`src/rtl/psram_arb_pkg.sv`:
```
// rtl/psram_arb_pkg.sv - shared types and widths for the PSRAM arbiter
// Contents: ArbState FSM encoding, MAX_REQ requester ceiling, ADDR_W/DATA_W widths.
package psram_arb_pkg;

  localparam int MAX_REQ = 4;
  localparam int ADDR_W  = 24;
  localparam int DATA_W  = 8;

  typedef enum logic [1:0] {
    IDLE  = 2'd0,
    ISSUE = 2'd1,
    WAIT  = 2'd2,
    DONE  = 2'd3
  } ArbState;

endpackage

```
`src/rtl/psram_rr_picker.sv`:
```
// rtl/psram_rr_picker.sv - combinational round-robin winner selection
// Ports:
//   i_req    - request vector, zero-padded to MAX_REQ
//   i_ptr    - index of the last granted requester; search starts at i_ptr+1
//   i_prio0  - 1: requester 0 wins outright, the rest rotate among themselves
//   o_winner - index of the selected requester
//   o_valid  - 1 when any request is present
module psram_rr_picker
  import psram_arb_pkg::*;
#(
  parameter int NUM_REQ = 3
) (
  input  logic [MAX_REQ-1:0] i_req,
  input  logic [1:0]         i_ptr,
  input  logic               i_prio0,
  output logic [1:0]         o_winner,
  output logic               o_valid
);

  logic [MAX_REQ-1:0] req_rr;
  logic [2:0]         idx;

  always_comb begin
    req_rr   = i_req;
    o_winner = '0;
    o_valid  = 1'b0;
    idx      = '0;
    // Under priority mode requester 0 never takes part in the rotation.
    if (i_prio0) begin
      req_rr[0] = 1'b0;
    end
    if (i_prio0 && i_req[0]) begin
      o_valid = 1'b1;
    end else begin
      for (int i = 1; i <= NUM_REQ; i++) begin
        idx = {1'b0, i_ptr} + 3'(i);
        if (idx >= 3'(NUM_REQ)) begin
          idx = idx - 3'(NUM_REQ);
        end
        if (!o_valid && req_rr[idx[1:0]]) begin
          o_valid  = 1'b1;
          o_winner = idx[1:0];
        end
      end
    end
  end

endmodule

```
`src/rtl/psram_arbiter.sv`:
```
// rtl/psram_arbiter.sv - serialises up to four requesters onto the memCtrl request port
// Option macro: PSRAM_ARB_PRIO0_EN gives requester 0 absolute priority.
// Ports:
//   i_clkRAM, reset          - RAM clock, synchronous active-high reset
//   i_req/i_write/i_bank     - per-requester request level, direction, bank
//   i_address/i_dataToWrite  - packed per-requester address and write byte
//   o_done                   - one-cycle completion pulse to the granted requester
//   o_dataRead               - last read byte, held until the next read completes
//   o_grantId, o_active      - current/last grant, transaction-owned flag
//   o_mem_*                  - memCtrl request (active-low cs) and latched fields
//   i_mem_busy/dataReady/dataRead - memCtrl status and read data
module psram_arbiter
  import psram_arb_pkg::*;
#(
  parameter int NUM_REQ = 3
) (
  input  logic                      i_clkRAM,
  input  logic                      reset,
  input  logic [NUM_REQ-1:0]        i_req,
  input  logic [NUM_REQ-1:0]        i_write,
  input  logic [NUM_REQ*ADDR_W-1:0] i_address,
  input  logic [NUM_REQ-1:0]        i_bank,
  input  logic [NUM_REQ*DATA_W-1:0] i_dataToWrite,
  output logic [NUM_REQ-1:0]        o_done,
  output logic [DATA_W-1:0]         o_dataRead,
  output logic [1:0]                o_grantId,
  output logic                      o_active,
  output logic                      o_mem_cs,
  output logic                      o_mem_write,
  output logic                      o_mem_bank,
  output logic [ADDR_W-1:0]         o_mem_address,
  output logic [DATA_W-1:0]         o_mem_dataToWrite,
  input  logic                      i_mem_busy,
  input  logic                      i_mem_dataReady,
  input  logic [DATA_W-1:0]         i_mem_dataRead
);

`ifdef PSRAM_ARB_PRIO0_EN
  localparam logic PRIO0 = 1'b1;
`else
  localparam logic PRIO0 = 1'b0;
`endif

  ArbState             state_q, state_d;
  logic [1:0]          ptr_q, ptr_d;
  logic [1:0]          grant_q, grant_d;
  logic [DATA_W-1:0]   rdata_q, rdata_d;
  logic                write_q, write_d;
  logic                bank_q, bank_d;
  logic [ADDR_W-1:0]   addr_q, addr_d;
  logic [DATA_W-1:0]   wdata_q, wdata_d;

  logic [1:0]          pick_idx;
  logic                pick_vld;
  logic [NUM_REQ-1:0]  done_vec;
  logic [ADDR_W-1:0]   addr_arr  [NUM_REQ];
  logic [DATA_W-1:0]   wdata_arr [NUM_REQ];

  for (genvar k = 0; k < NUM_REQ; k++) begin : g_unpack
    assign addr_arr[k]  = i_address[k*ADDR_W +: ADDR_W];
    assign wdata_arr[k] = i_dataToWrite[k*DATA_W +: DATA_W];
  end

  psram_rr_picker #(
    .NUM_REQ (NUM_REQ)
  ) u_picker (
    .i_req    (MAX_REQ'(i_req)),
    .i_ptr    (ptr_q),
    .i_prio0  (PRIO0),
    .o_winner (pick_idx),
    .o_valid  (pick_vld)
  );

  always_comb begin
    state_d = state_q;
    ptr_d   = ptr_q;
    grant_d = grant_q;
    rdata_d = rdata_q;
    write_d = write_q;
    bank_d  = bank_q;
    addr_d  = addr_q;
    wdata_d = wdata_q;
    case (state_q)
      IDLE: begin
        // memCtrl reports busy during its power-up init; hold off grants.
        if (pick_vld && !i_mem_busy) begin
          grant_d = pick_idx;
          write_d = i_write[pick_idx];
          bank_d  = i_bank[pick_idx];
          addr_d  = addr_arr[pick_idx];
          wdata_d = wdata_arr[pick_idx];
          state_d = ISSUE;
        end
      end
      ISSUE: begin
        if (i_mem_busy) begin
          state_d = WAIT;
        end
      end
      WAIT: begin
        if (!i_mem_busy) begin
          if (!write_q) begin
            rdata_d = i_mem_dataRead;
          end
          state_d = DONE;
        end
      end
      DONE: begin
        // A priority grant to requester 0 leaves the rotation untouched.
        if (!(PRIO0 && grant_q == 2'd0)) begin
          ptr_d = grant_q;
        end
        state_d = IDLE;
      end
      default: state_d = IDLE;
    endcase
  end

  always_ff @(posedge i_clkRAM) begin
    if (reset) begin
      state_q <= IDLE;
      ptr_q   <= 2'(NUM_REQ - 1);
      grant_q <= '0;
      rdata_q <= '0;
      write_q <= 1'b0;
      bank_q  <= 1'b0;
      addr_q  <= '0;
      wdata_q <= '0;
    end else begin
      state_q <= state_d;
      ptr_q   <= ptr_d;
      grant_q <= grant_d;
      rdata_q <= rdata_d;
      write_q <= write_d;
      bank_q  <= bank_d;
      addr_q  <= addr_d;
      wdata_q <= wdata_d;
    end
  end

  always_comb begin
    done_vec = '0;
    if (state_q == DONE) begin
      done_vec[grant_q] = 1'b1;
    end
  end

  // cs is low exactly in ISSUE and WAIT, so DONE+IDLE give the 2-cycle
  // high gap memCtrl's falling-edge detector needs to re-arm.
  assign o_mem_cs          = !(state_q == ISSUE || state_q == WAIT);
  assign o_active          = (state_q != IDLE);
  assign o_done            = done_vec;
  assign o_dataRead        = rdata_q;
  assign o_grantId         = grant_q;
  assign o_mem_write       = write_q;
  assign o_mem_bank        = bank_q;
  assign o_mem_address     = addr_q;
  assign o_mem_dataToWrite = wdata_q;

`ifndef SYNTHESIS
  // A read may only leave WAIT when memCtrl flags its data as valid.
  a_read_exit_ready: assert property (
    @(posedge i_clkRAM) disable iff (reset)
      (state_q == WAIT && !i_mem_busy && !write_q) |-> i_mem_dataReady
  );
`endif

endmodule
```
`config.mk`:
```
export PLATFORM = sky130hd
export DESIGN_NAME = psram_arbiter
export DESIGN_NICKNAME = d
export VERILOG_FILES = /design/src/rtl/psram_arb_pkg.sv /design/src/rtl/psram_rr_picker.sv /design/src/rtl/psram_arbiter.sv
export SDC_FILE = /design/constraint.sdc
export NUM_CORES = 1
export LEC_CHECK = 0
export ABC_AREA = 1
export BUFFER_PORTS_ARGS = -buffer_cell sky130_fd_sc_hd__buf_2
export CAP_MARGIN = 10
export CORE_ASPECT_RATIO = 1.2
export CORE_MARGIN = 2
export CORE_UTILIZATION = 34
export DETAILED_ROUTE_END_ITERATION = 12
export MAX_ROUTING_LAYER = met4
export SYNTH_ARGS = -nofsm -noshare
export SYNTH_HDL_FRONTEND = slang
export SYNTH_SLANG_ARGS = --single-unit
```
`constraint.sdc`:
```
create_clock -name i_clkRAM -period 6.6 [get_ports i_clkRAM]
set_input_delay 0.66 -clock i_clkRAM [delete_from_list [all_inputs] [get_ports i_clkRAM]]
set_output_delay 0.66 -clock i_clkRAM [all_outputs]
set_load 0.02 [all_outputs]
```
==> metrics.md, run 1 <==
| Metric | Value |
|---|---|
| Largest net degree at the start of global routing | 38 |
| ANT nets after route | 0 |
| Final period demand of the worst path | 3.355 ns |
| Die H | 110.9 µm |
| CTS tree | built |
| CTS hold repair buffers | 0 |
| R2R setup slack | 3.24 ns |
| Avg Synthesized Cell Area | 6.479 µm² |
| Area grow syn2layout | 29.47% |
| Status | completed |
| MaxCap Viol Count | 0 |
| Number of global-route vias before repair | 3582 |
| Hold path startpoint | o_dataRead[2] |
| Synth area leaders | dfxtp_1 30%, inv_1 9.5%, nand2_1 9.3%, nand3_1 7.4%, a21oi_1 7.1% |
| CP startpoint kind | flop |
| Hold Violations, Final | 0 |
| Num CTS Buffers | 5 |
| Worst Skew | 0.005363 ns |
| Sequential fraction of the synthesis area | 29.66% |
| Final HPWL DP | 7195 µm |
| Initial DRT Pass Iterations | 4 |
| Ratio of cells with drive above 1 in the final layout | 31.51% |
| Reg2reg end | o_mem_address[2] |
| Max Root-Sink Buffers | 2 |
| Via count | 3662 |
| IR drop worst, VDD | 0.1711 mV |
| CP Class | flop to flop |
| # DRC | 0 |
| Worst Max-Slew Pin Slew | 0.9622 ns |
| Synth Instances | 500 |
| I/O pin cnt | 166 |
| Clk root buf | clkbuf_16 |
| Worst EP required | 6.75 ns |
| Worst skew pair latency | 0.28 ns |
| Clock Pin Slew Worst Setup and Hold Paths | 0.07 ns |
| Design Area, Final | 4194 µm² |
| Synth cell types | 30 |
| N_diodes | 0 |
| WL final | 10380 µm |
| Initial Util | 34.40% |
| Crit path max fanout | 35 |
| Syn Nets | 626 |
| Port Buffers | 164 |
| Dpl cell area | 4046 µm² |
| Die X | 93.11 µm |
| Gpl congestion | 0.8581 |
| RSZ-0062 raised after global routing | no |
| Yosys top cell area share | 29.66% |
| H-tree levels | 2 |
| GRT Util Overall | 20.39% |
| Fmax | 298.0 MHz |
| #FFs+latches synth | 48 |
| Post-route setup TNS | 0 ns |
| Leak | 2.362 nW |
| Fin crit share | 50.84% |
| Worst rel slew slack | 35.70% |
| Post-synth top area cell | dfxtp_1 |
| Wire length per cell | 13.59 µm |
| Most frequent cells in the layout | 164 x buf_2, 82 x inv_1, 80 x nand2_1, 55 x nor2_1 |
| PwrDens | 352.5 nW/µm² |
| Cell Rows | 39 |
| CTS sink count | 48 |
| Syn. warnings | 0 |
| Iter 0 DRT Violations | 156 |
| Depth of the worst register-to-register path | 13 |
| Netlist Area Pre-Place | 3239 µm² |
| Initial antenna violation count | 0 |
| Core footprint | 9418 µm² |
| Post-cts sizing count | 0 |
| DR vias/cell | 4.793 |
| Non-Filler Instances | 764 |
| Max-slew violations | 0 |
| Worst Path Arrival | 3.51 ns |
| First-pass GRT wire length | 16700 µm |
| Nets | 767 |
| Critical R2R Launch | ptr_q[0] |
| CP endpoint kind | flop |
| Final setup viols | 0 |
| Most common cell after layout, fill and taps aside | buf_2 |
| Crit path to | o_mem_address[2] |
| Die area | 10330 µm² |
| Worst hold path type | flop to flop |
| Placed insts | 757 |
| Critical Path Source | ptr_q[0] |
| Congestion Overflow GR | 0 |
| Postcts setup bufs | 0 |
-- cells by family (layout without fill, tap and decap cells) --
family	count (synthesis)	count (layout)	synth area share, %
adder cells (fa/ha/maj)	9	9	3.476
multiplexers	1	1	0.3090
buffers and inverters	117	258	15.33
AND/OR/NAND/NOR	238	238	36.42
AO/OA/AOI/OAI	87	87	14.79
flip-flops	48	48	29.66
-- metal layers --
| metal | GRT usage [%] | share of wire [%] | vias up |
|---|---|---|---|
| li1 | - | - | 1885 |
| met1 | 22.84 | 43 | 1646 |
| met2 | 37.54 | 51 | 123 |
| met3 | 2.855 | 5.3 | 8 |
| met4 | 5.196 | 1.1 | 0 |
| met5 | - | 0 | - |
-- state kept, by name, indices dropped and copies added, names as in the netlist --
name,flops
o_mem_dataToWrite,8
o_dataRead,8
state_q,2
o_mem_address,24
ptr_q,2
o_mem_write,1
o_grantId,2
o_mem_bank,1
-- through the flow --
stage | power [W] | hold slack, ns | utilization, % | setup WS, ns
floorplan | 0.001015 | 0.5130 | - | 4.481
global placement | 0.001215 | 0.4933 | 42.97 | 3.247
detailed placement | 0.001229 | 0.4947 | 42.97 | 3.219
CTS | 0.001497 | 0.5149 | 44.53 | 3.193
global route | 0.001594 | 0.5515 | 44.53 | 2.912
finish | 0.001478 | 0.5128 | 44.53 | 3.245
-- power by group --
group,internal [W],total (W),switching [W]
combinational,0.000255,0.000798,0.000543
sequential,0.000374,0.000419,0.0000451
clock,0.000150,0.000262,0.000112
-- worst min path at each step --
stage / slack [ns] / cells after the start / end
2_1_floorplan: 0.51 / 2 / state_q[1]
4_1_cts: 0.51 / 2 / o_dataRead[5]
6_report: 0.51 / 2 / o_dataRead[2]
3_5_place_dp: 0.49 / 2 / o_dataRead[5]
5_1_grt: 0.55 / 2 / o_dataRead[7]
3_3_place_gp: 0.49 / 2 / o_dataRead[5]
-- synth_stat cells --
cell type,count
inv_1,82
nand2_1,80
nor2_1,55
dfxtp_1,48
nand3_1,48
a21oi_1,46
o21ai_0,28
nand3b_1,18
nand4_1,17
buf_2,13
clkbuf_1,10
a21oi_2,9
ha_1,9
nand3_2,9
nand2_2,5
buf_4,3
inv_2,3
nor3_1,3
buf_6,2
nand3_4,2
a21o_1,1
a31oi_1,1
buf_8,1
clkbuf_2,1
clkinv_1,1
inv_4,1
mux2i_1,1
nor2_8,1
o211ai_1,1
o21ai_2,1
-- area by class of cell --
| class | instances | area, µm² |
|---|---|---|
| clock buffers | 6 | 138.9 |
| inverters | 87 | 329.1 |
| repair buffers | 164 | 820.8 |
| well taps | 123 | 153.9 |
| multi-input cells | 335 | 1782 |
| fillers | 1022 | 5224 |
| flip-flops and latches | 48 | 960.9 |
| clock inverters | 1 | 8.758 |
-- worst max-delay path, stage by stage (launching register included) --
cell,delay [ns]
dfxtp_1,0.46
inv_2,0.11
ha_1,0.48
inv_4,0.09
nand2_1,0.07
nand3_1,0.10
nand2_2,0.13
nand2_1,0.06
nor2_1,0.11
nand2_2,0.48
nand2_2,0.82
nand2_1,0.14
nand3_1,0.11
a21oi_1,0.07
Note: power is estimated with default switching activity, not from simulation.
==> run 2, diff against run 1 <==
--- a/config.mk
+++ b/config.mk
@@ -5,7 +5,7 @@
 export SDC_FILE = /design/constraint.sdc
 export NUM_CORES = 1
 export LEC_CHECK = 0
-export ABC_AREA = 1
+export ABC_AREA = 0
 export BUFFER_PORTS_ARGS = -buffer_cell sky130_fd_sc_hd__buf_2
 export CAP_MARGIN = 10
 export CORE_ASPECT_RATIO = 1.2
@@ -13,6 +13,7 @@
 export CORE_UTILIZATION = 34
 export DETAILED_ROUTE_END_ITERATION = 12
 export MAX_ROUTING_LAYER = met4
+export PLACE_DENSITY = 0.67
 export SYNTH_ARGS = -nofsm -noshare
 export SYNTH_HDL_FRONTEND = slang
 export SYNTH_SLANG_ARGS = --single-unit
==> constraint.sdc (replaced) <==
create_clock -name i_clkRAM -period 2.8 [get_ports i_clkRAM]
set_input_delay 0.28 -clock i_clkRAM [delete_from_list [all_inputs] [get_ports i_clkRAM]]
set_output_delay 0.28 -clock i_clkRAM [all_outputs]
set_load 0.02 [all_outputs]
==> run 2 against run 1 <==
  * Total power is 77% higher
  * Via count down 24%
  * Cell count shrank 29%
  * Clock skew is 0.0074 ns higher
  * Largest cell class unchanged
  * Highest routed layer unchanged
==> metrics.md, run 2 <==
| Metric | Value |
|---|---|
| RSZ-0062 raised after global routing | no |
| Worst EP required | 2.99 ns (-3.76 ns) |
| Initial DRT Pass Iterations | 4 (unchanged) |
| Main synth FF type | dfxtp_1 |
| Nets | 573 (-25%) |
| Final setup viols | 0 (unchanged) |
| MaxCap Viol Count | 0 (unchanged) |
| Most frequent cell after synthesis | dfxtp_1 |
| Most frequent cells in the layout | 164 x buf_2, 48 x dfxtp_1, 46 x mux2i_1, 43 x nor2_1, 34 x nor3_1 |
| Status | completed |
| Worst rel slew slack | 60.38% (+25 points) |
| GRT Util Overall | 18.15% (-2.2 points) |
| Crit path max fanout | 34 (-2.9%) |
| Most common cell after layout, fill and taps aside | buf_2 |
| Final period demand of the worst path | 2.533 ns (-0.8221 ns) |
| CP startpoint kind | flop |
| Max reg flops | 24 (unchanged) |
| Fin crit share | 90.47% (+40 points) |
| Syn. warnings | 0 (unchanged) |
| Via count | 2800 (-24%) |
| PwrDens | 683.2 nW/µm² (+94%) |
| Sequential fraction of the synthesis area | 33.92% (+4.3 points) |
| ANT nets after route | 0 (unchanged) |
| Largest net degree at the start of global routing | 38 (unchanged) |
| WL final | 7873 µm (-24%) |
| #FFs+latches synth | 48 (unchanged) |
| Clk root buf | clkbuf_8 |
| Post-route setup TNS | 0 ns (unchanged) |
| Num CTS Buffers | 5 (unchanged) |
| Synth Instances | 291 (-42%) |
| Max-slew violations | 0 (unchanged) |
| Worst Hold Depth | 3 (+1) |
| Core footprint | 8108 µm² (-14%) |
| Reg2reg end | o_mem_dataToWrite[3] |
| Post-synth top area cell | dfxtp_1 |
| # DRC | 0 (unchanged) |
| Initial Util | 34.94% (+0.54 points) |
| N_diodes | 0 (unchanged) |
| Clock Pin Slew Worst Setup and Hold Paths | 0.10 ns (+0.03 ns) |
| Die area | 9081 µm² (-12%) |
| Die H | 104.0 µm (-6.3%) |
| Worst hold path type | primary input to flop |
| Iter 0 DRT Violations | 69 (-56%) |
| CP Class | flop to flop |
| Worst Max-Slew Pin Slew | 0.5944 ns (-0.3679 ns) |
| CTS hold repair buffers | 0 (unchanged) |
| Synth cell types | 38 (+27%) |
| I/O pin cnt | 166 (unchanged) |
| Yosys top cell area share | 33.92% (+4.3 points) |
| Worst min-delay path endpoint | o_dataRead[3] |
| CP endpoint kind | flop |
| CTS tree | built |
| Gpl congestion | 0.8146 (-5.1%) |
| Area of the multi-input gates | 1693 µm² (-5.0%) |
| Sequential Area | 960.9 µm² (unchanged) |
| Commonest cells in the netlist | 48 x dfxtp_1, 46 x mux2i_1, 43 x nor2_1, 34 x nor3_1, 26 x a2111oi_2 |
| Critical R2R Launch | ptr_q[1] |
| Number of global-route vias before repair | 2876 (-20%) |
| CTS sink count | 48 (unchanged) |
| R2R setup slack | 0.27 ns (-2.98 ns) |
| Ratio of cells with drive above 1 in the final layout | 48.21% (+17 points) |
| Netlist Area Pre-Place | 2833 µm² (-13%) |
| Synth area leaders | dfxtp_1 34%, mux2i_1 16%, a2111oi_2 14%, nor3_1 6.0%, nor2_1 5.7% |
| H-tree levels | 2 (unchanged) |
| Avg Synthesized Cell Area | 9.734 µm² (+50%) |
| Synth async-reset ratio | 0% (unchanged) |
| Final HPWL DP | 5819 µm (-19%) |
| Congestion Overflow GR | 0 (unchanged) |
| Fmax | 394.8 MHz (+32%) |
| Cell Rows | 36 (-7.7%) |
| Finished Core Util | 47.21% (+2.7 points) |
| Hold Violations, Final | 0 (unchanged) |
| Wire length per cell | 14.50 µm (+6.7%) |
| Worst Path Arrival | 2.72 ns (-0.79 ns) |
| Hold path startpoint | i_mem_dataRead[3] |
| Depth of the worst register-to-register path | 7 (-6) |
| First-pass GRT wire length | 13190 µm (-21%) |
| Max Root-Sink Buffers | 2 (unchanged) |
| Die X | 87.33 µm (-6.2%) |
| Syn Nets | 417 (-33%) |
| Initial antenna violation count | 0 (unchanged) |
| Worst skew pair latency | 0.30 ns (+0.02 ns) |
| # fillers | 792 (-23%) |
| Area grow syn2layout | 35.11% |
| Worst Skew | 0.01273 ns (+0.007371 ns) |
| DR vias/cell | 5.157 (+7.6%) |
| Number of synthesized flops with an enable pin | 0 (unchanged) |
| Port Buffers | 164 (unchanged) |
| Leak | 1.836 nW (-22%) |
| IR drop worst, VDD | 0.3241 mV (+89%) |
==> run 2: cell types whose count changed in the layout (fill, tap and decap cells not counted), sizes merged, moves of 31 or more <==
cell,before,now
a21oi,55,4
inv,86,10
mux2i,1,46
nand2,85,4
nand3,59,1
nor3,3,34
==> run 2: cell families (layout without fill, tap and decap cells) <==
group,count (synthesis),in the layout,share of synthesized area [%]
AOI/OAI and AO/OA,59,59,23.06
buffers and inverters,36,193,7.067
muxes,46,46,16.25
DFF,48,48,33.92
adders and majority gates,9,9,3.975
and+or+nand+nor,93,93,15.72
==> run 2: metal layers <==
layer	routed length [µm]	track usage [%]	up-vias	share of wire (%)
met1	3319	21.53	1281	42
met3	506	3.016	6	6.4
li1	-	-	1404	-
met5	0	-	-	0
met2	3995	31.93	109	51
met4	52	3.516	0	0.66
==> run 2: layout make-up <==
cell class,count,area share (%)
Timing Repair Buffer,175,24.03
Tap cell,95,3.106
Clock buffer,6,2.158
Inverter,10,0.9807
Multi-Input combinational cell,207,44.23
Sequential cell,48,25.11
Clock inverter,2,0.3923
==> run 2: what timing repair did <==
item / CTS / global route
resized for setup: 0 / 2
buffers inserted: 0 / 0
setup endpoints to repair: 0 / 10
==> run 2: critical path, stage by stage, from the launching register on <==
cell and delay [ns]:
dfxtp_1 0.37, inv_1 0.08, ha_2 0.45, mux2i_1 0.25
o22ai_1 0.17, o311a_1 0.35, and2_4 0.32, a2111oi_1 0.39
==> run 2: power by group <==
| group | internal [W] | switching [W] |
|---|---|---|
| logic | 0.000489 | 0.000775 |
| registers | 0.000829 | 0.0000782 |
| clock network | 0.000200 | 0.000243 |
==> run 2: worst max path at each step <==
stage / start / end / slack, ns / cells after the start
6_report: ptr_q[1] / o_mem_dataToWrite[3] / 0.27 / 7
5_1_grt: ptr_q[1] / o_mem_dataToWrite[0] / 0.04 / 7
4_1_cts: ptr_q[1] / o_mem_address[23] / 0.22 / 8
3_5_place_dp: ptr_q[1] / o_mem_address[23] / 0.22 / 8
3_3_place_gp: ptr_q[1] / o_mem_dataToWrite[3] / 0.27 / 7
2_1_floorplan: ptr_q[0] / o_mem_address[10] / 0.31 / 11
==> run 2: through the flow <==
stage | total power (W) | instance area, µm² | hold WS [ns] | instances | worst slack [ns]
final | 0.002615 | 3827 | 0.2076 | 543 | 0.2670
after floorplan | 0.001835 | 2833 | 0.4275 | 291 | 0.3142
after detailed placement | 0.002206 | 3724 | 0.4823 | 535 | 0.2185
after global routing | 0.002816 | 3827 | 0.2248 | 543 | 0.03602
after CTS | 0.002657 | 3821 | 0.1996 | 543 | 0.2175
after global placement | 0.002172 | 3724 | 0.4706 | 535 | 0.2713
